--- config.mk ---
export PLATFORM = sky130hd
export DESIGN_NAME = sdcmd_tx
export DESIGN_NICKNAME = d
export VERILOG_FILES = /design/src/rtl/sd_pkg.sv /design/src/rtl/sdcrc7_step.sv /design/src/rtl/sdcmd_tx.sv
export SDC_FILE = /design/constraint.sdc
export NUM_CORES = 1
export LEC_CHECK = 0
export BUFFER_PORTS_ARGS = -buffer_cell sky130_fd_sc_hd__buf_2
export CORE_AREA = 5 5 94 96
export CTS_BUF_LIST = sky130_fd_sc_hd__clkbuf_8 sky130_fd_sc_hd__clkbuf_16
export CTS_CLUSTER_DIAMETER = 100
export DETAILED_ROUTE_END_ITERATION = 7
export DIE_AREA = 0 0 99 101
export PLACE_DENSITY = 0.76
export SYNTH_ARGS = -nofsm -noshare
export SYNTH_HDL_FRONTEND = slang
export SYNTH_SLANG_ARGS = --single-unit
--- constraint.sdc ---
create_clock -name i_clk -period 6.01 [get_ports i_clk]
set_clock_uncertainty 0.05 [all_clocks]
set_input_delay 0.9015 -clock i_clk [delete_from_list [all_inputs] [get_ports i_clk]]
set_output_delay 0.9015 -clock i_clk [all_outputs]
set_load 0.03 [all_outputs]
--- src/rtl/sd_pkg.sv ---
// Shared SD-host definitions: command frame geometry, CRC7 polynomial and
// the command-transmitter state encoding.
package sd_pkg;

  localparam int SD_CMD_FRAME_BITS = 48;
  localparam int SD_CMD_DATA_BITS  = 40;
  localparam logic [6:0] SD_CRC7_POLY = 7'h09;

  typedef enum logic [1:0] {
    IDLE = 2'd0,
    SEND = 2'd1,
    STOP = 2'd2
  } sdcmd_tx_state_t;

endpackage

--- src/rtl/sdcrc7_step.sv ---
// Single-bit CRC7 update (x^7 + x^3 + 1); chained twice for two-bit steps.
module sdcrc7_step
  import sd_pkg::*;
(
  input  logic [6:0] crc_i,
  input  logic       bit_i,
  output logic [6:0] crc_o
);

  logic fb_s;

  // Feedback is the incoming bit against the CRC MSB
  always_comb begin
    fb_s  = crc_i[6] ^ bit_i;
    crc_o = {crc_i[5:0], 1'b0} ^ (fb_s ? SD_CRC7_POLY : 7'h00);
  end

endmodule

--- src/rtl/sdcmd_tx.sv ---
// SD CMD-line serializer: shifts out {start, dir, index, arg, CRC7, end}
// on SD-clock falling-edge strobes, one bit or (ckspd==0) two bits per step.
module sdcmd_tx
  import sd_pkg::*;
#(
  parameter int LGMAXDIV = 8
) (
  input  logic                i_clk,
  input  logic                i_reset_n,
  input  logic                i_ckstb,
  input  logic                i_hlfck,
  input  logic [LGMAXDIV-1:0] i_ckspd,
  input  logic                i_valid,
  output logic                o_ready,
  input  logic [5:0]          i_cmd,
  input  logic [31:0]         i_arg,
  output logic                o_busy,
  output logic                o_done,
  output logic                o_cmd_en,
  output logic [1:0]          o_cmd_data
);

  localparam logic [5:0] DATA_BITS_C  = 6'(SD_CMD_DATA_BITS);
  localparam logic [5:0] FRAME_BITS_C = 6'(SD_CMD_FRAME_BITS);

  sdcmd_tx_state_t state_q, state_d;
  logic [39:0] sh_q, sh_d;
  logic [6:0]  crc_q, crc_d, crc_one_s, crc_two_s;
  logic [5:0]  cnt_q, cnt_d, step_s;
  logic        wide_q, wide_d;
  logic        ready_q, ready_d;
  logic        busy_q, busy_d;
  logic        done_q, done_d;
  logic        cmd_en_q, cmd_en_d;
  logic [1:0]  cmd_data_q, cmd_data_d;
  logic        bit_hi_s, bit_lo_s;
  logic        ckstb_unused_s;

  assign ckstb_unused_s = i_ckstb;

  sdcrc7_step u_crc_hi (
    .crc_i (crc_q),
    .bit_i (sh_q[39]),
    .crc_o (crc_one_s)
  );

  sdcrc7_step u_crc_lo (
    .crc_i (crc_one_s),
    .bit_i (sh_q[38]),
    .crc_o (crc_two_s)
  );

  // Next-state and registered-output logic for the frame sequencer
  always_comb begin
    state_d    = state_q;
    sh_d       = sh_q;
    crc_d      = crc_q;
    cnt_d      = cnt_q;
    wide_d     = wide_q;
    ready_d    = ready_q;
    busy_d     = busy_q;
    done_d     = 1'b0;
    cmd_en_d   = cmd_en_q;
    cmd_data_d = cmd_data_q;
    bit_hi_s   = 1'b1;
    bit_lo_s   = 1'b1;
    step_s     = wide_q ? 6'd2 : 6'd1;

    case (state_q)
      IDLE: begin
        ready_d    = 1'b1;
        busy_d     = 1'b0;
        cmd_en_d   = 1'b0;
        cmd_data_d = 2'b11;
        if (i_valid && ready_q) begin
          sh_d    = {1'b0, 1'b1, i_cmd, i_arg};
          crc_d   = 7'h00;
          cnt_d   = 6'd0;
          wide_d  = (i_ckspd == {LGMAXDIV{1'b0}});
          ready_d = 1'b0;
          busy_d  = 1'b1;
          state_d = SEND;
        end else begin
          state_d = IDLE;
        end
      end

      SEND: begin
        if (i_hlfck) begin
          if (cnt_q < DATA_BITS_C) begin
            bit_hi_s = sh_q[39];
            bit_lo_s = wide_q ? sh_q[38] : sh_q[39];
            sh_d     = wide_q ? {sh_q[37:0], 2'b00} : {sh_q[38:0], 1'b0};
            crc_d    = wide_q ? crc_two_s : crc_one_s;
          end else begin
            // Ones shifted in behind the CRC supply the end bit
            bit_hi_s = crc_q[6];
            bit_lo_s = wide_q ? crc_q[5] : crc_q[6];
            crc_d    = wide_q ? {crc_q[4:0], 2'b11} : {crc_q[5:0], 1'b1};
          end
          cmd_en_d   = 1'b1;
          cmd_data_d = {bit_hi_s, bit_lo_s};
          cnt_d      = cnt_q + step_s;
          if ((cnt_q + step_s) == FRAME_BITS_C) begin
            state_d = STOP;
          end else begin
            state_d = SEND;
          end
        end else begin
          state_d = SEND;
        end
      end

      STOP: begin
        if (i_hlfck) begin
          cmd_en_d   = 1'b0;
          cmd_data_d = 2'b11;
          done_d     = 1'b1;
          busy_d     = 1'b0;
          ready_d    = 1'b1;
          state_d    = IDLE;
        end else begin
          state_d = STOP;
        end
      end

      default: begin
        state_d    = IDLE;
        ready_d    = 1'b1;
        busy_d     = 1'b0;
        cmd_en_d   = 1'b0;
        cmd_data_d = 2'b11;
      end
    endcase
  end

  // State and output registers
  always_ff @(posedge i_clk or negedge i_reset_n) begin
    if (!i_reset_n) begin
      state_q    <= IDLE;
      sh_q       <= 40'h0;
      crc_q      <= 7'h00;
      cnt_q      <= 6'd0;
      wide_q     <= 1'b0;
      ready_q    <= 1'b1;
      busy_q     <= 1'b0;
      done_q     <= 1'b0;
      cmd_en_q   <= 1'b0;
      cmd_data_q <= 2'b11;
    end else begin
      state_q    <= state_d;
      sh_q       <= sh_d;
      crc_q      <= crc_d;
      cnt_q      <= cnt_d;
      wide_q     <= wide_d;
      ready_q    <= ready_d;
      busy_q     <= busy_d;
      done_q     <= done_d;
      cmd_en_q   <= cmd_en_d;
      cmd_data_q <= cmd_data_d;
    end
  end

  assign o_ready    = ready_q;
  assign o_busy     = busy_q;
  assign o_done     = done_q;
  assign o_cmd_en   = cmd_en_q;
  assign o_cmd_data = cmd_data_q;

endmodule

## After elaboration in Yosys (flattened, before gate mapping)

Cells that the tools add are included.

- $lt $le $gt $ge: 1
- Bitwise operators: 5
- Multiplexer cells: 38
- $add $sub $neg: 1
- Equal/unequal tests: 7
- Reduce and logical (&&, ||, !) cells: 9

Operators with widths:

| cell | number |
|---|---|
| $mux W40 | 4 |
| $pmux W40 S2 | 1 |
| $mux W7 | 5 |
| $pmux W7 S2 | 1 |
| $xor A7 B7 Y7 | 2 |
| $mux W2 | 6 |
| $mux W6 | 2 |
| $pmux W6 S2 | 1 |
| $mux W1 | 11 |
| $logic_not A8 Y1 | 1 |
| $mux W4 | 2 |
| $ne A2 B2 Y1 const B | 4 |
| $add A6 B2 Y6 | 1 |
| $eq A6 B6 Y1 const B | 1 |
| $lt A6 B6 Y1 const B | 1 |
| $pmux W1 S3 | 2 |
| $pmux W2 S3 | 1 |
| $reduce_and A2 Y1 | 3 |
| $pmux W2 S2 | 1 |
| $reduce_and A4 Y1 | 1 |
| $reduce_and A3 Y1 | 1 |
| $eq A2 B1 Y1 const B | 1 |
| $eq A2 B2 Y1 const B | 1 |
| $logic_not A2 Y1 | 1 |
| other kinds (5) | 6 |

- Input bits: 51
- Output and inout port bits: 6
- Register bits after elaboration: 62

## Logic depth before layout (Yosys ltp)

Gate-level depths: netlist of run 1.

- Depth in word-level cells: 10
- Gate-level depth with buffers: 8
- Depth with buffers taken out: 7

## By module

A second synthesis of run 1 with hierarchy kept.

- Cell total of the unflattened synthesis: 395
- Area total of the unflattened synthesis: 3,647.2 sq um

By module, submodules not included:

| module | times used | area an instance (sq um) | cells an instance |
|---|---|---|---|
| sdcmd_tx | 1 | 3,492.1 | 379 |
| sdcrc7_step | 2 | 77.6 | 8 |

## Worst setup path before layout of run 1

No wires, ideal clock.

- Kind: register to register
- From: register wide_q
- To: register state_q[0]
- Arrival time: 2,118 ps
- Cell stages (with the launch flop): 9
- Clock period less this slack: 2,306 ps
- Setup slack: 3,704 ps
- Path buffers: 1
- Cell sequence: dfrtp_1 > clkbuf_1 > inv_1 > ha_1 > fa_1 > xor2_1 > or4_1 > nand2b_1 > a2bb2oi_1

- Word-level cells in the longest chain between the ends: 6

RTL lines:

| what | RTL line | RTL |
|---|---|---|
| from (decl) | sdcmd_tx.sv:30 | `logic wide_q, wide_d;` |
| from (signal assigned) | sdcmd_tx.sv:155 | `wide_q <= wide_d;` |
| $mux W2 | sdcmd_tx.sv:67 | `step_s = wide_q ? 6'd2 : 6'd1;` |
| $add A6 B2 Y6 | sdcmd_tx.sv:104 | `if ((cnt_q + step_s) == FRAME_BITS_C) begin` |
| $eq A6 B6 Y1 | sdcmd_tx.sv:104 |  |
| $mux W2 | sdcmd_tx.sv:104 |  |
| $mux W2 | sdcmd_tx.sv:89 | `if (i_hlfck) begin` |
| $pmux W2 S3 | sdcmd_tx.sv:69 | `case (state_q)` |
| named net state_d[0] | sdcmd_tx.sv:26 | `sdcmd_tx_state_t state_q, state_d;` |
| to (signal assigned) | sdcmd_tx.sv:151 | `state_q <= state_d;` |
| to (decl) | sdcmd_tx.sv:26 |  |

The timed path passes the listed nets, and every way through them passes these cells.
A chain may end at the register's enable or synchronous reset.

## Final worst setup path of run 1

Same ends and word-level chain as after synthesis.

==> results by group, run 1 <==
Worst setup path
  • RR Startpoint: wide_q
  • Crit path buffers/inverters: 2
  • CP required: 6.16 ns
  • Setup crit end kind: flip-flop
  • R2r endpoint: state_q[0]
  • Crit-path slowest cell: buf_4
  • Worst Reg-to-Reg Cells: 8
  • WP data arrival: 3.15 ns
  • Crit-path leading delay family: buffers and inverters
  • Flop2flop setup slack: 3.01 ns
  • Crit Path Max Fanout: 54
  • Startpoint types: flip-flop
  • Critical path, cell by cell: buf_4 > inv_1 > ha_1 > fa_1 > xor2_1 > or4_1 > nand2b_1 > a2bb2oi_1
  • Crit path launch: wide_q
  • Stages on the worst setup path: 8
  • Setup CP Type: flip-flop to flip-flop
  • Crit-path max cell delay: 0.61 ns
  • CP Capture Point: state_q[0]

Detailed routing
  • DR pass1 iterations: 4
  • Vias: about 2800
  • Total Wirelength: 7010 um
  • 1st-iter DRT viols: 141
  • Antenna Violating Nets Remaining: 0
  • Routed length per instance: between 10 and 15 um
  • Via density: about 5.2
  • Drt drc: 0

Synthesis
  • Post-Syn Instances: 386
  • Top cell type's share of synthesized area: between 40% and 50%
  • Top post-synthesis cells by area: dfrtp_1, mux2i_1, o21ai_0
  • Synth Net Count: 440
  • Dominant synthesized flop cell: dfrtp_1
  • Post-synth cell types: 43
  • Area of the mapped netlist: ~0.0034 mm^2
  • Post-synthesis sequential area ratio: 45.1%
  • Yosys warning count: 0
  • #FFs+latches synth: just over 60
  • Post-synth EDFFs: 0
  • Avg Inst Size Synth: 8.93 um^2
  • Fraction of registers with async set/reset: 100%
  • Synth area leader: dfrtp_1

Global routing
  • GRT Residual Overflow: 0
  • Total Routing Usage GR: 14.6%
  • Via count of the first global-routing pass: about 2600
  • Initial antenna violation count: 0
  • First-pass GRT wire length: between 10000 and 15000 um
  • Pin count of the biggest net entering global routing: 81

Layout
  • Leading cell type in the layout, fill and taps excluded: nand2_1
  • Area occupied by multi-input gates: 0.00171 mm^2
  • FILL cells: 756
  • Antenna cell count: 0
  • Nets@finish: 480
  • FF/Latch Area: 0.00156 mm^2
  • Share of post-route cells with drive strength above 1: 19.7%
  • Area delta synth->final: 12.8%
  • Commonest non-fill, non-tap cells in the layout: nand2_1, dfrtp_1, buf_2

Timing
  • Final period utilization: 49.9%
  • Slew headroom: a little under half
  • Setup TNS Final: 0 ns
  • Final min period: 3.00 ns
  • FMAX: about 0.33 GHz
  • Final setup vio count: 0
  • Actual slew at the worst max-slew pin: 0.811 ns
  • PnR worst setup slack: 3.01 ns
  • RSZ-0062 raised after global routing: false
  • Slew Limit Fails: 0
  • Fin. Hold Viols: 0

Floorplan
  • IO Pins: 57
  • Die H: approximately 100 um
  • Initial Utilization: between 40% and 50%
  • DIE WIDTH: 99 um
  • Cell Rows: 33
  • Die ar.: 0.0100 mm^2
  • Placeable Area: 0.00797 mm^2

Clocking
  • Clk slew on worst S/H paths: 0.07 ns
  • Clk root buf: clkbuf_8
  • CTS tree: built
  • Post-CTS setup buffers: 0
  • PostCTS Resize Cnt: 0
  • Skew-Pair Late Insertion Delay: 0.33 ns
  • Clock buffer count from CTS: 9
  • CTS H-tree lvls: 3
  • Clock Tree Buf Depth: 2
  • Hold Buf Count CTS: 0
  • Clock sinks: 62

Placed design
  • Buffers on Ports: 55
  • Final RePlAce weighted congestion: ~0.8
  • Setup WS pre-CTS: 3.02 ns
  • Hpwl dp: between 4000 and 5000 um

Outcome
  • Status: complete, no violations

Pwr
  • Worst vdd ir: 0.000222 V
  • Leakage: ~1.7 nW
  • Total power divided by cell area: 441 mW/mm^2

Run
  • MaxCap Viol Count: 0

Hold path
  • Worst Hold Class: flip-flop to flip-flop
## worst reg2reg max path, stage by stage, from the launching register on
cell       delay, ns
dfrtp_2         0.34
buf_4           0.61
inv_1           0.22
ha_1            0.26
fa_1            0.47
xor2_1          0.19
or4_1           0.42
nand2b_1        0.16
a2bb2oi_1       0.13
## synthesized netlist by cell type, types with 2 or more instances
| library cell | number |
|---|---|
| nor2b_1 | 2 |
| ha_1 | 2 |
| nand2_1 | 62 |
| nor4_1 | 2 |
| nand2b_1 | 3 |
| and3_1 | 2 |
| nand3b_1 | 3 |
| o22ai_1 | 2 |
| xor2_1 | 4 |
| inv_1 | 3 |
| and3b_1 | 2 |
| o21ai_0 | 49 |
| or3_1 | 2 |
| mux2i_1 | 43 |
| a21oi_1 | 43 |
| a22o_1 | 2 |
| buf_2 | 12 |
| clkbuf_1 | 11 |
| buf_6 | 6 |
| dfstp_2 | 3 |
| nand3_1 | 3 |
| dfrtp_1 | 59 |
| o21ai_1 | 4 |
| a21o_1 | 4 |
| nor2_1 | 40 |
## routing by layer
metal | global-route usage [%] | routed length, um | vias to the layer above
met3 | 3.81 | 297 | 5
met2 | 25.5 | 3510 | 48
met5 | 0 | 0 | -
met1 | 17.3 | 3120 | 1303
met4 | 5.46 | 80 | 0
li1 | - | - | 1412
## worst min path at each step
stage                  start             to  slack (ns)  cells past startpoint
3_5_place_dp        crc_q[2]       crc_q[2]        0.45                      2
6_report            sh_q[26]       sh_q[26]        0.46                      2
3_3_place_gp        sh_q[26]       sh_q[26]        0.44                      2
5_1_grt        o_cmd_data[1]  o_cmd_data[1]        0.48                      2
4_1_cts        o_cmd_data[1]  o_cmd_data[1]        0.46                      2
2_1_floorplan        sh_q[0]        sh_q[0]        0.41                      2
## power by group
group | internal [mW] | switching [mW]
Sequential | 0.591 | 0.144
Combinational | 0.264 | 0.397
Clock | 0.158 | 0.160
Total | 1.01 | 0.701
## final cells by class
class	count	share of cell area [%]
clock buffers	10	3.54
clock inverters	6	0.966
inverters	3	0.290
multi-input cells	291	43.9
flip-flops and latches	62	40.0
well taps	105	3.38
repair buffers	59	7.85
## per-stage QoR
stage	instances	cell area [um^2]	hold WS, ns	total power, mW	util, %
5_1_grt	536	3890	0.484	1.88	48.8
2_1_floorplan	386	3450	0.414	1.28	-
3_3_place_gp	520	3710	0.440	1.38	46.6
4_1_cts	536	3890	0.462	1.74	48.8
3_5_place_dp	520	3710	0.449	1.41	46.6
6_report	536	3890	0.460	1.71	48.8
## kinds of logic after synthesis
family	after synthesis	synth area share, %
adders and majority gates	3	1.31
xor gates and xnor gates	5	1.27
AOI/OAI and AO/OA	115	18.7
and+or+nand+nor	124	15.3
muxes	44	12.8
buffers and inverters	33	5.44
DFF	62	45.1
## state kept, by name, indices dropped and copies added, names as in the netlist
signal	flops
state_q	2
cnt_q	6
o_cmd_en	1
crc_q	7
sh_q	40
wide_q	1
o_ready	1
o_cmd_data	2
o_busy	1
o_done	1
No activity file was read; power rests on OpenSTA's default activity.
==> run 2, diff against run 1 <==
--- a/config.mk
+++ b/config.mk
@@ -5,12 +5,13 @@
 export SDC_FILE = /design/constraint.sdc
 export NUM_CORES = 1
 export LEC_CHECK = 0
+export ABC_AREA = 1
 export BUFFER_PORTS_ARGS = -buffer_cell sky130_fd_sc_hd__buf_2
-export CORE_AREA = 5 5 94 96
+export CORE_AREA = 5 5 95 97
 export CTS_BUF_LIST = sky130_fd_sc_hd__clkbuf_8 sky130_fd_sc_hd__clkbuf_16
 export CTS_CLUSTER_DIAMETER = 100
 export DETAILED_ROUTE_END_ITERATION = 7
-export DIE_AREA = 0 0 99 101
+export DIE_AREA = 0 0 100 102
 export PLACE_DENSITY = 0.76
 export SYNTH_ARGS = -nofsm -noshare
 export SYNTH_HDL_FRONTEND = slang
==> constraint.sdc (replaced) <==
create_clock -name i_clk -period 2.9 [get_ports i_clk]
set_clock_uncertainty 0.05 [all_clocks]
set_input_delay 0.435 -clock i_clk [delete_from_list [all_inputs] [get_ports i_clk]]
set_output_delay 0.435 -clock i_clk [all_outputs]
set_load 0.03 [all_outputs]
==> results by group, run 2 <==
Timing
  • Slew Limit Fails: 0
  • PnR worst setup slack: 0.884 ns
  • RSZ-0062 raised after global routing: false
  • Actual slew at the worst max-slew pin: 0.723 ns
  • Final min period: 2.02 ns
  • Final setup vio count: 0
  • Final period utilization: approximately 70%
  • Slew headroom: about half
  • FMAX: slightly below 0.5 GHz
  • Fin. Hold Viols: 0
  • Setup TNS Final: 0 ns

Layout
  • Final instance area: 0.00405 mm^2
  • Nets@finish: roughly 600
  • Finished Layout Cells: 660
  • Leading cell type in the layout, fill and taps excluded: nand2_1
  • Area delta synth->final: 14.1%
  • Commonest non-fill, non-tap cells in the layout: nand2_1, o21ai_0, dfrtp_1
  • Util after Layout: between 50% and 60%
  • FILL cells: 812
  • Top flop regs: sh_q (40), crc_q (7), cnt_q (6)
  • Share of post-route cells with drive strength above 1: 16.2%
  • Max reg flops: 40
  • Largest reg by FF count: sh_q
  • Antenna cell count: 0

Floorplan
  • IO Pins: 57
  • DIE WIDTH: approximately 100 um
  • Initial Utilization: 44.1%
  • Cell Rows: 33
  • Die ar.: between 0.01 and 0.015 mm^2
  • Die H: between 100 and 150 um
  • Placeable Area: 0.00805 mm^2

Pwr
  • Combinational Power Share: around 40%
  • Sw Ratio: 42.6%
  • Leakage: roughly 2.1 nW
  • NetSw: 1.52 mW
  • Sequential power share: 40.1%
  • Worst vdd ir: 0.000403 V
  • Clock Power Share: roughly 19%
  • Internal cell power: just over 2 mW
  • Total power divided by cell area: about 880 mW/mm^2

Synthesis
  • Fraction of registers with async set/reset: 100%
  • Avg Inst Size Synth: 7.06 um^2
  • Post-synthesis sequential area ratio: 43.8%
  • Top cell type's share of synthesized area: 41.6%
  • Synth Net Count: ~560
  • Dominant synthesized flop cell: dfrtp_1
  • Top-count cell post-synth: nand2_1
  • Yosys warning count: 0
  • Area of the mapped netlist: between 0.003 and 0.004 mm^2
  • Post-synth cell types: 33
  • Post-synth EDFFs: 0
  • #FFs+latches synth: 62
  • Synth top cells by count: nand2_1, o21ai_0, dfrtp_1
  • Synth area leader: dfrtp_1
  • Top post-synthesis cells by area: dfrtp_1, nand2_1, o21ai_0
  • Post-Syn Instances: just over 500

Outcome
  • Status: complete, no violations

Worst setup path
  • Setup CP Type: flip-flop to flip-flop
  • CP required: between 3 and 4 ns
  • Worst Reg-to-Reg Cells: 7
  • Crit Path Max Fanout: 41
  • Startpoint types: flip-flop
  • Setup crit end kind: flip-flop
  • WP data arrival: approximately 2.2 ns

Global routing
  • Pin count of the biggest net entering global routing: 54
  • Total Routing Usage GR: 17.7%
  • Via count of the first global-routing pass: 3375
  • GRT Residual Overflow: 0
  • Initial antenna violation count: 0
  • First-pass GRT wire length: 14800 um

Clocking
  • Hold Buf Count CTS: 1
  • Post-CTS setup buffers: 0
  • CTS H-tree lvls: 3
  • Clock Tree Buf Depth: 2
  • PostCTS Resize Cnt: 0
  • Skew-Pair Late Insertion Delay: 0.34 ns
  • Clock sinks: 62
  • Clk root buf: clkbuf_8
  • Clock buffer count from CTS: 9
  • CTS tree: built
  • Clk slew on worst S/H paths: 0.07 ns

Run
  • MaxCap Viol Count: 0

Hold path
  • WHS Path Cells: 4
  • Worst Hold Class: primary input to flip-flop

Placed design
  • Final RePlAce weighted congestion: 0.868
  • Inst Count DP: ~640
  • Hpwl dp: approximately 5600 um
  • Setup WS pre-CTS: 0.890 ns
  • Buffers on Ports: between 50 and 60
  • Post-DP Area: 0.00386 mm^2

Detailed routing
  • Total Wirelength: 8550 um
  • Vias: around 3400
  • Via density: between 5 and 6
  • DR pass1 iterations: 5
  • Antenna Violating Nets Remaining: 0
  • Routed length per instance: roughly 13 um
  • 1st-iter DRT viols: 216
  • Drt drc: 0
-- run 2: changes by cell type after synthesis, moves of 5 or more --
cell and change:
nor2_1 +11, o21ai_1 +6, o21ai_0 +32, nand2_1 +141
mux2i_1 -43, nand3_1 +10, buf_2 -5, inv_1 +17
a21oi_1 -37
-- run 2: power by group through the flow --
| stage | Sequential [mW] | Clock, mW | Combinational, mW |
|---|---|---|---|
| final | 1.43 | 0.692 | 1.45 |
| after global routing | 1.47 | 0.744 | 1.67 |
| after CTS | 1.42 | 0.704 | 1.45 |
| after detailed placement | 1.43 | 0 | 1.44 |
| after global placement | 1.42 | 0 | 1.39 |
| after floorplan | 1.43 | 0 | 1.11 |
-- run 2: area by class of cell --
class                           count  area (um^2)  share of cell area [%]
Clock inverter                      4         16.3                   0.402
Inverter                           25         93.8                    2.32
Multi-Input combinational cell    389         1750                    43.2
Sequential cell                    62         1560                    38.4
Clock buffer                       12          165                    4.08
Tap cell                          105          131                    3.24
Timing Repair Buffer               63          338                    8.34
-- run 2: worst max-delay path: stages, from the launching register on --
cell and delay (ns):
dfrtp_1 0.44, inv_1 0.15, nand4_4 0.15, nand2_2 0.25, nand2_2 0.10, inv_2 0.54, nand2_1 0.15, o21ai_2 0.09
-- run 2: cells by family (layout without fill, tap and decap cells) --
group	Yosys count	in the layout	share of synthesized area [%]
AO/OA/AOI/OAI	107	107	16.1
adder cells (fa/ha/maj)	3	3	1.27
buffers and inverters	52	104	6.91
AND/OR/NAND/NOR	277	277	31.4
XOR/XNOR	2	2	0.494
flip-flops	62	62	43.8
-- run 2: path summary, 6_finish.rpt --
check / startpoint / to / slack (ns)
max: state_q[1] / sh_q[37] / 0.88
min: i_ckspd[6] / wide_q / 0.31
min reg2reg: o_busy / o_busy / 0.44
min in group asynchronous: i_reset_n / o_cmd_en / 0.40
max reg2reg: state_q[1] / sh_q[37] / 0.88
max in group asynchronous: i_reset_n / sh_q[16] / 1.70
-- run 2: metal layers --
layer	up-vias	GRT usage, %	share of wire [%]
met2	124	30.1	48
met1	1605	21.8	44
met5	-	0	0
met4	0	8.60	1.8
met3	12	3.07	6.2
li1	1701	-	-
-- run 2: through the flow --
step	hold WS, ns	power [mW]
after floorplan	0.0894	2.55
after global placement	0.222	2.80
after detailed placement	0.223	2.87
after CTS	0.299	3.58
after global routing	0.321	3.89
final	0.307	3.57
==> run 3, diff against run 2 <==
==> constraint.sdc (replaced) <==
create_clock -name i_clk -period 2.05 [get_ports i_clk]
set_clock_uncertainty 0.05 [all_clocks]
set_input_delay 0.3075 -clock i_clk [delete_from_list [all_inputs] [get_ports i_clk]]
set_output_delay 0.3075 -clock i_clk [all_outputs]
set_load 0.03 [all_outputs]
==> results by group, run 3 (synthesis results as in run 2) <==
Timing
  • Fin Hold WS: 0.173 ns
  • Final min period: 1.88 ns
  • FMAX: 0.531 GHz
  • Fin. Hold Viols: 0
  • Actual slew at the worst max-slew pin: 0.461 ns
  • Final setup vio count: 0
  • Final period utilization: 91.9%
  • Setup TNS Final: 0 ns
  • Slew headroom: 69.3%
  • RSZ-0062 raised after global routing: false
  • PnR worst setup slack: 0.166 ns
  • Slew Limit Fails: 0

Hold path
  • Worst Hold Class: primary input to flip-flop
  • Hold Startpoint: i_arg[0]
  • WHS Path Cells: 3
  • Worst Hold End: sh_q[0]

Global routing
  • Initial antenna violation count: 0
  • Via count of the first global-routing pass: between 3000 and 4000
  • First-pass GRT wire length: 14400 um
  • Pin count of the biggest net entering global routing: 52
  • GRT Residual Overflow: 0
  • Total Routing Usage GR: 17.2%

Worst setup path
  • CP required: 2.22 ns
  • Flop2flop setup slack: between 0.15 and 0.2 ns
  • R2r endpoint: state_q[0]
  • Setup CP Type: flip-flop to flip-flop
  • Setup crit end kind: flip-flop
  • WP data arrival: 2.06 ns
  • Worst Reg-to-Reg Cells: 11
  • Crit Path Max Fanout: 5
  • Crit-path slowest cell: fa_1
  • Startpoint types: flip-flop
  • Crit-path max cell delay: roughly 0.45 ns
  • Crit path top cell by count: nand2_1
  • Critical path, cell by cell: inv_4 > ha_4 > fa_1 > nor2_1 > nand2_1 > nor2_1 > nand2_1 > nor2_1 > nand2_1 > nand2_1 > nand2_1
  • Crit path buffers/inverters: 1
  • RR Startpoint: wide_q
  • Crit-path leading delay family: simple AND/OR/NAND/NOR gates

Placed design
  • Inst Count DP: 646
  • Final RePlAce weighted congestion: between 0.8 and 0.9
  • Post-DP Area: 0.00391 mm^2
  • Hpwl dp: between 5000 and 6000 um
  • Setup WS pre-CTS: 0.104 ns
  • Buffers on Ports: 55

Pwr
  • Internal cell power: 3.06 mW
  • Worst vdd ir: around 0.00057 V
  • NetSw: 2.13 mW
  • Sw Ratio: about two fifths
  • Clock Power Share: 20.6%
  • Total power divided by cell area: between 1000 and 1500 mW/mm^2
  • Sequential power share: 39.0%
  • Leakage: 2.13 nW
  • Total chip power: 5.19 mW
  • Combinational Power Share: 40.4%

Floorplan
  • Initial Utilization: 44.1%
  • DIE WIDTH: roughly 100 um
  • Die H: 102 um
  • Cell Rows: 33
  • Placeable Area: 0.00805 mm^2
  • IO Pins: 57
  • Die ar.: 0.0102 mm^2

Run
  • MaxCap Viol Count: 0

Layout
  • Commonest non-fill, non-tap cells in the layout: nand2_1, o21ai_0, dfrtp_1
  • Area delta synth->final: 16.0%
  • Nets@finish: 607
  • Share of post-route cells with drive strength above 1: 17.4%
  • FILL cells: 826
  • Finished Layout Cells: 663
  • Max reg flops: 40
  • FF/Latch Area: 0.00156 mm^2
  • Largest reg by FF count: sh_q
  • Area occupied by multi-input gates: roughly 0.0018 mm^2
  • Top flop regs: sh_q (40), crc_q (7), cnt_q (6)
  • Leading cell type in the layout, fill and taps excluded: nand2_1
  • Antenna cell count: 0
  • Util after Layout: 51.2%
  • Final instance area: 0.00412 mm^2

Detailed routing
  • Drt drc: 0
  • Antenna Violating Nets Remaining: 0
  • Vias: 3359
  • Total Wirelength: 8280 um
  • Via density: 5.07
  • 1st-iter DRT viols: between 200 and 250
  • DR pass1 iterations: 4
  • Routed length per instance: 12.5 um

Clocking
  • Skew-Pair Late Insertion Delay: 0.34 ns
  • Clock buffer count from CTS: 9
  • Clock Tree Buf Depth: 2
  • CTS tree: built
  • Clock sinks: 62
  • Clk slew on worst S/H paths: 0.07 ns
  • Clk root buf: clkbuf_8
  • CTS H-tree lvls: 3

Outcome
  • Status: complete, no violations
[run 3: what timing repair did]
item / CTS / global route
buffers inserted: 0 / 0
hold buffers: 1 / 0
endpoints found under the setup margin: 0 / 1
hold endpoints to repair: 14 / 0
gates resized for setup: 0 / 1
[run 3: power groups by stage]
stage / sequential [mW] / clock [mW] / combinational, mW
after floorplan: 2.04 / 0 / 1.58
after global placement: 2.01 / 0 / 2.04
after detailed placement: 2.03 / 0 / 2.10
after CTS: 2.02 / 1.10 / 2.11
after global routing: 2.08 / 1.16 / 2.41
final: 2.03 / 1.07 / 2.09
[run 3: worst max path at each step]
stage,from,to,slack [ns],cells after the start
after detailed placement,wide_q,state_q[0],0.10,11
after global routing,wide_q,state_q[0],0.03,11
after global placement,wide_q,state_q[0],0.16,11
after floorplan,wide_q,state_q[0],0.04,13
after CTS,wide_q,state_q[0],0.09,11
final,wide_q,state_q[0],0.17,11
[run 3: final cells by class]
cell class                 count  area share, %
clock buffer                  11           3.68
clock inverter                 5           1.18
tap                          105           3.19
timing repair buffer          66           9.05
multi-input combinational    389           42.8
inverter                      25           2.34
sequential                    62           37.8
[run 3: tightest hold or removal path: stages]
cell,delay [ns]
buf_2,0.09
nand2_1,0.05
o21ai_0,0.07
[run 3: metal layers]
metal	GRT usage [%]	part of all wire (%)
met1	21.4	45
met2	29.3	48
met3	4.57	5.9
met4	5.70	1.3
met5	0	0
